## config.mk

```make
export PLATFORM = sky130hd
export DESIGN_NAME = ppg_multichannel_calibrator
export DESIGN_NICKNAME = d
export VERILOG_FILES = /design/src/rtl/ppg_multichannel_calibrator_pkg.sv /design/src/rtl/ppg_multichannel_calibrator_cal_step.sv /design/src/rtl/ppg_multichannel_calibrator.sv
export SDC_FILE = /design/constraint.sdc
export NUM_CORES = 1
export LEC_CHECK = 0
export CAP_MARGIN = 20
export CORE_MARGIN = 4
export CORE_UTILIZATION = 45
export DETAILED_ROUTE_END_ITERATION = 12
export GPL_TIMING_DRIVEN = 0
export HOLD_SLACK_MARGIN = 0.08
export PLACE_DENSITY = 0.66
export SLEW_MARGIN = 20
export SYNTH_ARGS = -nofsm -noshare
export SYNTH_HDL_FRONTEND = slang
export SYNTH_SLANG_ARGS = --single-unit
```

## constraint.sdc

```tcl
create_clock -name clk -period 4.8 [get_ports clk]
set_clock_uncertainty 0.15 [all_clocks]
set_input_delay 0.72 -clock clk [delete_from_list [all_inputs] [get_ports clk]]
set_output_delay 0.72 -clock clk [all_outputs]
set_load 0.03 [all_outputs]
```

## src/rtl/ppg_multichannel_calibrator_pkg.sv

```systemverilog
// Shared state encoding and small arithmetic helpers for the PPG calibrator.
package ppg_multichannel_calibrator_pkg;

   typedef logic [2:0] state_t;

   localparam state_t ST_IDLE       = 3'd0;
   localparam state_t ST_CAL_SETTLE = 3'd1;
   localparam state_t ST_CAL_ADJUST = 3'd2;
   localparam state_t ST_CAL_DONE   = 3'd3;
   localparam state_t ST_RUN_SETTLE = 3'd4;

   // Index width that never collapses to zero, so a single channel still has a port bit.
   function automatic int clog2_min1(input int n);
      int r;
      r = 0;
      while ((1 << r) < n) r++;
      return (r < 1) ? 1 : r;
   endfunction

   function automatic int unsigned sat_inc(input int unsigned v, input int unsigned mx);
      return (v >= mx) ? mx : v + 1;
   endfunction

   function automatic int unsigned sat_dec(input int unsigned v);
      return (v == 0) ? 0 : v - 1;
   endfunction

endpackage

```

## src/rtl/ppg_multichannel_calibrator_cal_step.sv

```systemverilog
// One calibration decision: given the latched ADC value and current codes,
// produce the adjusted codes and whether the channel locks or fails.
module ppg_cal_step
   import ppg_multichannel_calibrator_pkg::*;
#(
   parameter int ADC_W     = 8,
   parameter int DRIVE_W   = 4,
   parameter int DCC_W     = 7,
   parameter int GAIN_W    = 4,
   parameter int ITER_W    = 7,
   parameter int TARGET_LO = 64,
   parameter int TARGET_HI = 192,
   parameter int MAX_ITER  = 64
) (
   input  logic [ADC_W-1:0]   v,
   input  logic [DRIVE_W-1:0] drive,
   input  logic [DCC_W-1:0]   dcc,
   input  logic [GAIN_W-1:0]  gain,
   input  logic [ITER_W-1:0]  iter,
   output logic [DRIVE_W-1:0] next_drive,
   output logic [DCC_W-1:0]   next_dcc,
   output logic [GAIN_W-1:0]  next_gain,
   output logic [ITER_W-1:0]  next_iter,
   output logic               lock,
   output logic               fail
);

   localparam logic [DRIVE_W-1:0] DRIVE_MAX = '1;
   localparam logic [DCC_W-1:0]   DCC_MAX   = '1;
   localparam logic [GAIN_W-1:0]  GAIN_MAX  = '1;

   logic sat;

   always_comb begin
      next_drive = drive;
      next_dcc   = dcc;
      next_gain  = gain;
      sat        = 1'b0;
      lock       = (v >= ADC_W'(TARGET_LO)) && (v <= ADC_W'(TARGET_HI));
      // Too bright: pull DC compensation first, then back off the LED.
      if (v > ADC_W'(TARGET_HI)) begin
         if (dcc != DCC_MAX)    next_dcc   = DCC_W'(sat_inc(32'(dcc), 32'(DCC_MAX)));
         else if (drive != '0)  next_drive = DRIVE_W'(sat_dec(32'(drive)));
         else                   sat        = 1'b1;
      end else if (v < ADC_W'(TARGET_LO)) begin
         if (gain != GAIN_MAX)       next_gain  = GAIN_W'(sat_inc(32'(gain), 32'(GAIN_MAX)));
         else if (drive != DRIVE_MAX) next_drive = DRIVE_W'(sat_inc(32'(drive), 32'(DRIVE_MAX)));
         else                        sat        = 1'b1;
      end
      next_iter = ITER_W'(sat_inc(32'(iter), MAX_ITER));
      fail      = !lock && (sat || (next_iter >= ITER_W'(MAX_ITER)));
   end

endmodule

```

## src/rtl/ppg_multichannel_calibrator.sv

```systemverilog
// Multi-channel PPG LED calibrator: per-channel search for drive/DC-comp/gain,
// then round-robin sampling of the good channels with their stored settings.
module ppg_multichannel_calibrator
   import ppg_multichannel_calibrator_pkg::*;
#(
   parameter int NUM_CH     = 2,
   parameter int ADC_W      = 8,
   parameter int DRIVE_W    = 4,
   parameter int DCC_W      = 7,
   parameter int GAIN_W     = 4,
   parameter int DRIVE_INIT = 8,
   parameter int SETTLE_CYC = 4,
   parameter int TARGET_LO  = 64,
   parameter int TARGET_HI  = 192,
   parameter int MAX_ITER   = 64,
   localparam int CH_W      = clog2_min1(NUM_CH)
) (
   input  logic               clk,
   input  logic               rst_n,
   input  logic               find_setting,
   input  logic               run_en,
   input  logic [ADC_W-1:0]   adc,
   output logic [NUM_CH-1:0]  led_en,
   output logic [DRIVE_W-1:0] led_drive,
   output logic [DCC_W-1:0]   dc_comp,
   output logic [GAIN_W-1:0]  pga_gain,
   output logic               busy,
   output logic               cal_done,
   output logic [NUM_CH-1:0]  cal_fail,
   output logic               sample_valid,
   output logic [CH_W-1:0]    sample_ch,
   output logic [ADC_W-1:0]   sample_data
);

   localparam int ITER_W = clog2_min1(MAX_ITER + 1);
   localparam int CNT_W  = clog2_min1(SETTLE_CYC);

   state_t                           state;
   logic [CH_W-1:0]                  ch;
   logic [CNT_W-1:0]                 cnt;
   logic [ITER_W-1:0]                iter;
   logic [ADC_W-1:0]                 v_lat;
   logic [NUM_CH-1:0][DRIVE_W-1:0]   drive_r;
   logic [NUM_CH-1:0][DCC_W-1:0]     dcc_r;
   logic [NUM_CH-1:0][GAIN_W-1:0]    gain_r;

   logic [DRIVE_W-1:0] n_drive;
   logic [DCC_W-1:0]   n_dcc;
   logic [GAIN_W-1:0]  n_gain;
   logic [ITER_W-1:0]  n_iter;
   logic               step_lock, step_fail;
   logic               cnt_last, last_ch, any_good, start_cal, show;
   logic [CH_W-1:0]    first_good, next_good;

   ppg_cal_step #(
      .ADC_W(ADC_W), .DRIVE_W(DRIVE_W), .DCC_W(DCC_W), .GAIN_W(GAIN_W),
      .ITER_W(ITER_W), .TARGET_LO(TARGET_LO), .TARGET_HI(TARGET_HI), .MAX_ITER(MAX_ITER)
   ) u_step (
      .v(v_lat), .drive(drive_r[ch]), .dcc(dcc_r[ch]), .gain(gain_r[ch]), .iter(iter),
      .next_drive(n_drive), .next_dcc(n_dcc), .next_gain(n_gain), .next_iter(n_iter),
      .lock(step_lock), .fail(step_fail)
   );

   assign cnt_last  = (cnt == CNT_W'(SETTLE_CYC - 1));
   assign last_ch   = (ch == CH_W'(NUM_CH - 1));
   assign any_good  = ~&cal_fail;
   assign start_cal = find_setting && ((state == ST_IDLE) || (state == ST_RUN_SETTLE));
   assign show      = (state == ST_CAL_SETTLE) || (state == ST_CAL_ADJUST) || (state == ST_RUN_SETTLE);
   assign busy      = (state != ST_IDLE);
   assign cal_done  = (state == ST_CAL_DONE);

   // Lowest good channel, and the next good channel above ch (wrapping to the lowest).
   always_comb begin
      first_good = '0;
      for (int i = NUM_CH - 1; i >= 0; i--)
         if (!cal_fail[i]) first_good = CH_W'(i);
      next_good = first_good;
      for (int i = NUM_CH - 1; i >= 0; i--)
         if (!cal_fail[i] && (CH_W'(i) > ch)) next_good = CH_W'(i);
   end

   always_comb begin
      led_en    = '0;
      led_drive = '0;
      dc_comp   = '0;
      pga_gain  = '0;
      if (show) begin
         led_en[ch] = 1'b1;
         led_drive  = drive_r[ch];
         dc_comp    = dcc_r[ch];
         pga_gain   = gain_r[ch];
      end
   end

   always_ff @(posedge clk or negedge rst_n) begin
      if (!rst_n) begin
         state        <= ST_IDLE;
         ch           <= '0;
         cnt          <= '0;
         iter         <= '0;
         v_lat        <= '0;
         drive_r      <= '0;
         dcc_r        <= '0;
         gain_r       <= '0;
         cal_fail     <= '0;
         sample_valid <= 1'b0;
         sample_data  <= '0;
         sample_ch    <= '0;
      end else begin
         sample_valid <= 1'b0;
         sample_data  <= '0;
         sample_ch    <= '0;
         if (start_cal) begin
            // An in-progress RUN slot is simply dropped here.
            state      <= ST_CAL_SETTLE;
            ch         <= '0;
            cnt        <= '0;
            iter       <= '0;
            cal_fail   <= '0;
            drive_r[0] <= DRIVE_W'(DRIVE_INIT);
            dcc_r[0]   <= '0;
            gain_r[0]  <= '0;
         end else begin
            case (state)
               ST_IDLE: begin
                  if (run_en && any_good) begin
                     state <= ST_RUN_SETTLE;
                     ch    <= first_good;
                     cnt   <= '0;
                  end
               end
               ST_CAL_SETTLE: begin
                  if (cnt_last) begin
                     v_lat <= adc;
                     cnt   <= '0;
                     state <= ST_CAL_ADJUST;
                  end else begin
                     cnt <= cnt + 1'b1;
                  end
               end
               ST_CAL_ADJUST: begin
                  drive_r[ch] <= n_drive;
                  dcc_r[ch]   <= n_dcc;
                  gain_r[ch]  <= n_gain;
                  iter        <= n_iter;
                  state       <= ST_CAL_SETTLE;
                  if (step_lock || step_fail) begin
                     cal_fail[ch] <= step_fail;
                     if (last_ch) begin
                        state <= ST_CAL_DONE;
                     end else begin
                        ch                  <= ch + 1'b1;
                        iter                <= '0;
                        drive_r[ch + 1'b1]  <= DRIVE_W'(DRIVE_INIT);
                        dcc_r[ch + 1'b1]    <= '0;
                        gain_r[ch + 1'b1]   <= '0;
                     end
                  end
               end
               ST_CAL_DONE: begin
                  if (run_en && any_good) begin
                     state <= ST_RUN_SETTLE;
                     ch    <= first_good;
                     cnt   <= '0;
                  end else begin
                     state <= ST_IDLE;
                  end
               end
               ST_RUN_SETTLE: begin
                  if (!run_en) begin
                     state <= ST_IDLE;
                  end else if (cnt_last) begin
                     sample_valid <= 1'b1;
                     sample_data  <= adc;
                     sample_ch    <= ch;
                     ch           <= next_good;
                     cnt          <= '0;
                  end else begin
                     cnt <= cnt + 1'b1;
                  end
               end
               default: state <= ST_IDLE;
            endcase
         end
      end
   end

endmodule

```

==> impl_metrics.toml <==
[pwr]
p_sw_uw = 972
power_density_mw_per_mm2 = 499
p_int_uw = 1300
p_total_uw = 2270
p_clk_share_pct = 23.9
leakagePower_uw = 0.00198
p_sw_share_pct = 42.8
peakVddDrop_mv = 0.209
combPwrFrac_pct = 44.1
p_seq_share_pct = 32.0

[worst_setup_path]
worstPathArrival_ns = 4.08
cp-end-kind = "flip-flop"
criticalPathCategory = "reg2reg"
crit_path_start_kind = "flip-flop"
cp_max_fo = 10
cp.required_ns = 4.90

[sta]
finalMaxSlewViolations = 0
worst_slack_ns = 0.826
hold_viol_final = 0
slew-limit-headroom_pct = 44.7
fin_tns_setup_ns = 0
finalSetupViolCount = 0
fmax_ghz = 0.252
worstMarginPinSlew_ns = 0.828
fin_crit_sh_pct = 82.8
rsz0062_at_grt = "no"
post-route-min-period_ns = 3.97

[cts]
clk_latency_ns = 0.36
cts_hold_buf = 0
ctsResizeCount = 0
clk_pin_slew_worst_paths_ns = 0.08
cts_tree = "built"
clock-sinks = 63
root_buffer = "clkbuf_8"
cts_htree_levels = 3
clockBufferDepth = 2
numCtsBuffers = 9
post-cts-setup-buffers = 0

[yosys]
yosys-top-cells-area = "dfrtp_1, mux2i_1, mux2_2"
synth_top_flop_cell = "dfrtp_1"
syn_inst = 403
synth_common_cells = "dfrtp_1, nor2_1, nand2_1"
synth_top_cell_by_area = "dfrtp_1"
synth_edf_count = 0
synth_top_area_share_pct = 41.9
avgSynthCellArea_sq_um = 9.35
synth_nets = 423
synth-async-reset-ratio_pct = 100
ys_seq_elements = 63
ys_seq_area_share_pct = 41.9
ys_types = 64
yosysWarnings = 0
post-synth-top-count-cell = "dfrtp_1"
syn_area_sq_mm = 0.00377

[placement]
gp_congestion = 0.909
hpwl_um = 7160
portBuffers = 41
place_ws_ns = 0.815
place_inst = 550

[layout]
instances_no_fill = 566
final_nets = 476
layout-drive-gt1-share_pct = 11.5
fin_util_pct = 55.7
diodes = 0
synthToLayoutAreaGrowth_pct = 20.9

[route]
wirelength_um = 10000
post_drt_wl_per_cell_um = 17.7
dr.pass1.iters = 5
vias = 3416
final_antenna_net_count = 0
drt-initial-drc-count = 239
vias_per_cell = 6.04
drc = 0

[floorplanning]
die-area_sq_mm = 0.00990
core_area_sq_mm = 0.00818
die_x_um = 99.5
start_util_pct = 46.1
std_cell_rows = 33
die_y_um = 99.5
ioPinCount = 43

[global_routing]
grt_overflow = 0
grt_pass1_vias = 3325
grt_pass1_wl_um = 16800
antenna_found_initial = 0
grt_use_total_pct = 21.4
grt_max_degree = 35

[min_path]
worstHoldPathType = "in2async"

[run_status]
status = "finished, final reports clean"

[job]
max_cap_violations = 0
-- routing by layer --
layer | share of wire [%] | global-route usage (%)
met1 | 45 | 29.0
met2 | 48 | 34.7
met3 | 5.4 | 3.93
met4 | 1.8 | 6.93
met5 | 0 | 0
-- flip-flops by register name (all words and copies together), names as in the netlist --
signal / flops
dcc_r: 14
drive_r: 8
gain_r: 8
sample_data: 8
v_lat: 8
iter: 7
state: 3
cal_fail: 2
cnt: 2
ch: 1
sample_ch: 1
sample_valid: 1
-- critical path: stages (launching register included) --
cell and delay, ns:
dfrtp_1 0.36, buf_2 0.24, buf_2 0.30, buf_2 0.31, mux2i_1 0.57, inv_1 0.18, ha_1 0.28, a21boi_0 0.19
a211oi_2 0.55, a31oi_1 0.34, o41ai_1 0.38
-- stage by stage --
step,area [sq um],hold WS (ns)
after detailed placement,4330,0.332
final,4550,0.129
after CTS,4550,0.148
after global routing,4550,0.160
after global placement,4310,0.325
after floorplan,3770,0.274
-- worst paths after layout --
check / to / startpoint / depth (start not counted) / slack [ns]
setup / recovery: iter[3]$_DFFE_PN0N_ / ch$_DFFE_PN0P_ / 10 / 0.83
hold / removal: dcc_r[9]$_DFFE_PN0P_ / rst_n / 1 / 0.13
setup reg to reg: iter[3]$_DFFE_PN0N_ / ch$_DFFE_PN0P_ / 10 / 0.83
hold reg to reg: gain_r[5]$_DFFE_PN0P_ / gain_r[5]$_DFFE_PN0P_ / 1 / 0.35
max in group asynchronous: drive_r[1]$_DFFE_PN0N_ / rst_n / 2 / 3.85
min in group clk: gain_r[5]$_DFFE_PN0P_ / gain_r[5]$_DFFE_PN0P_ / 1 / 0.35
-- placed cells by master (no fill, tap or decap), types with 7 or more instances in the layout --
cell type / count
a21oi_1: 16
dfrtp_1: 63
o21ai_0: 21
mux2i_1: 16
ha_1: 8
clkbuf_8: 9
nand3_1: 26
inv_1: 16
nor2_1: 34
and3_1: 10
a31oi_1: 10
and2_1: 10
nand2_1: 32
clkbuf_1: 13
nor3_1: 7
clkdlybuf4s50_1: 40
buf_2: 8
nand3b_1: 7
mux2_2: 14
-- power by group through the flow --
stage	Sequential [uW]	Combinational, uW	Clock, uW
detailed placement	736	994	0
floorplan	708	691	0
CTS	726	999	549
finish	726	1000	542
global placement	733	976	0
global route	742	1090	573
-- cells by family (layout without fill, tap and decap cells) --
group,after synthesis,after routing,share of synthesized area [%]
buf+inv,37,95,3.95
simple gates,160,160,22.6
mux,30,30,8.44
compound gates,100,100,19.3
flops,63,63,41.9
xor+xnor,5,5,1.16
fa+ha+maj,8,8,2.66
-- cell type report --
| type | instances | area [sq um] |
|---|---|---|
| Buffer | 21 | 88.8 |
| Clock buffer | 9 | 124 |
| Clock inverter | 7 | 103 |
| Fill cell | 749 | 3620 |
| Inverter | 16 | 60.1 |
| Multi-Input combinational cell | 303 | 2040 |
| Sequential cell | 63 | 1580 |
| Tap cell | 105 | 131 |
| Timing Repair Buffer | 42 | 428 |
(Power assumes the default switching activity.)
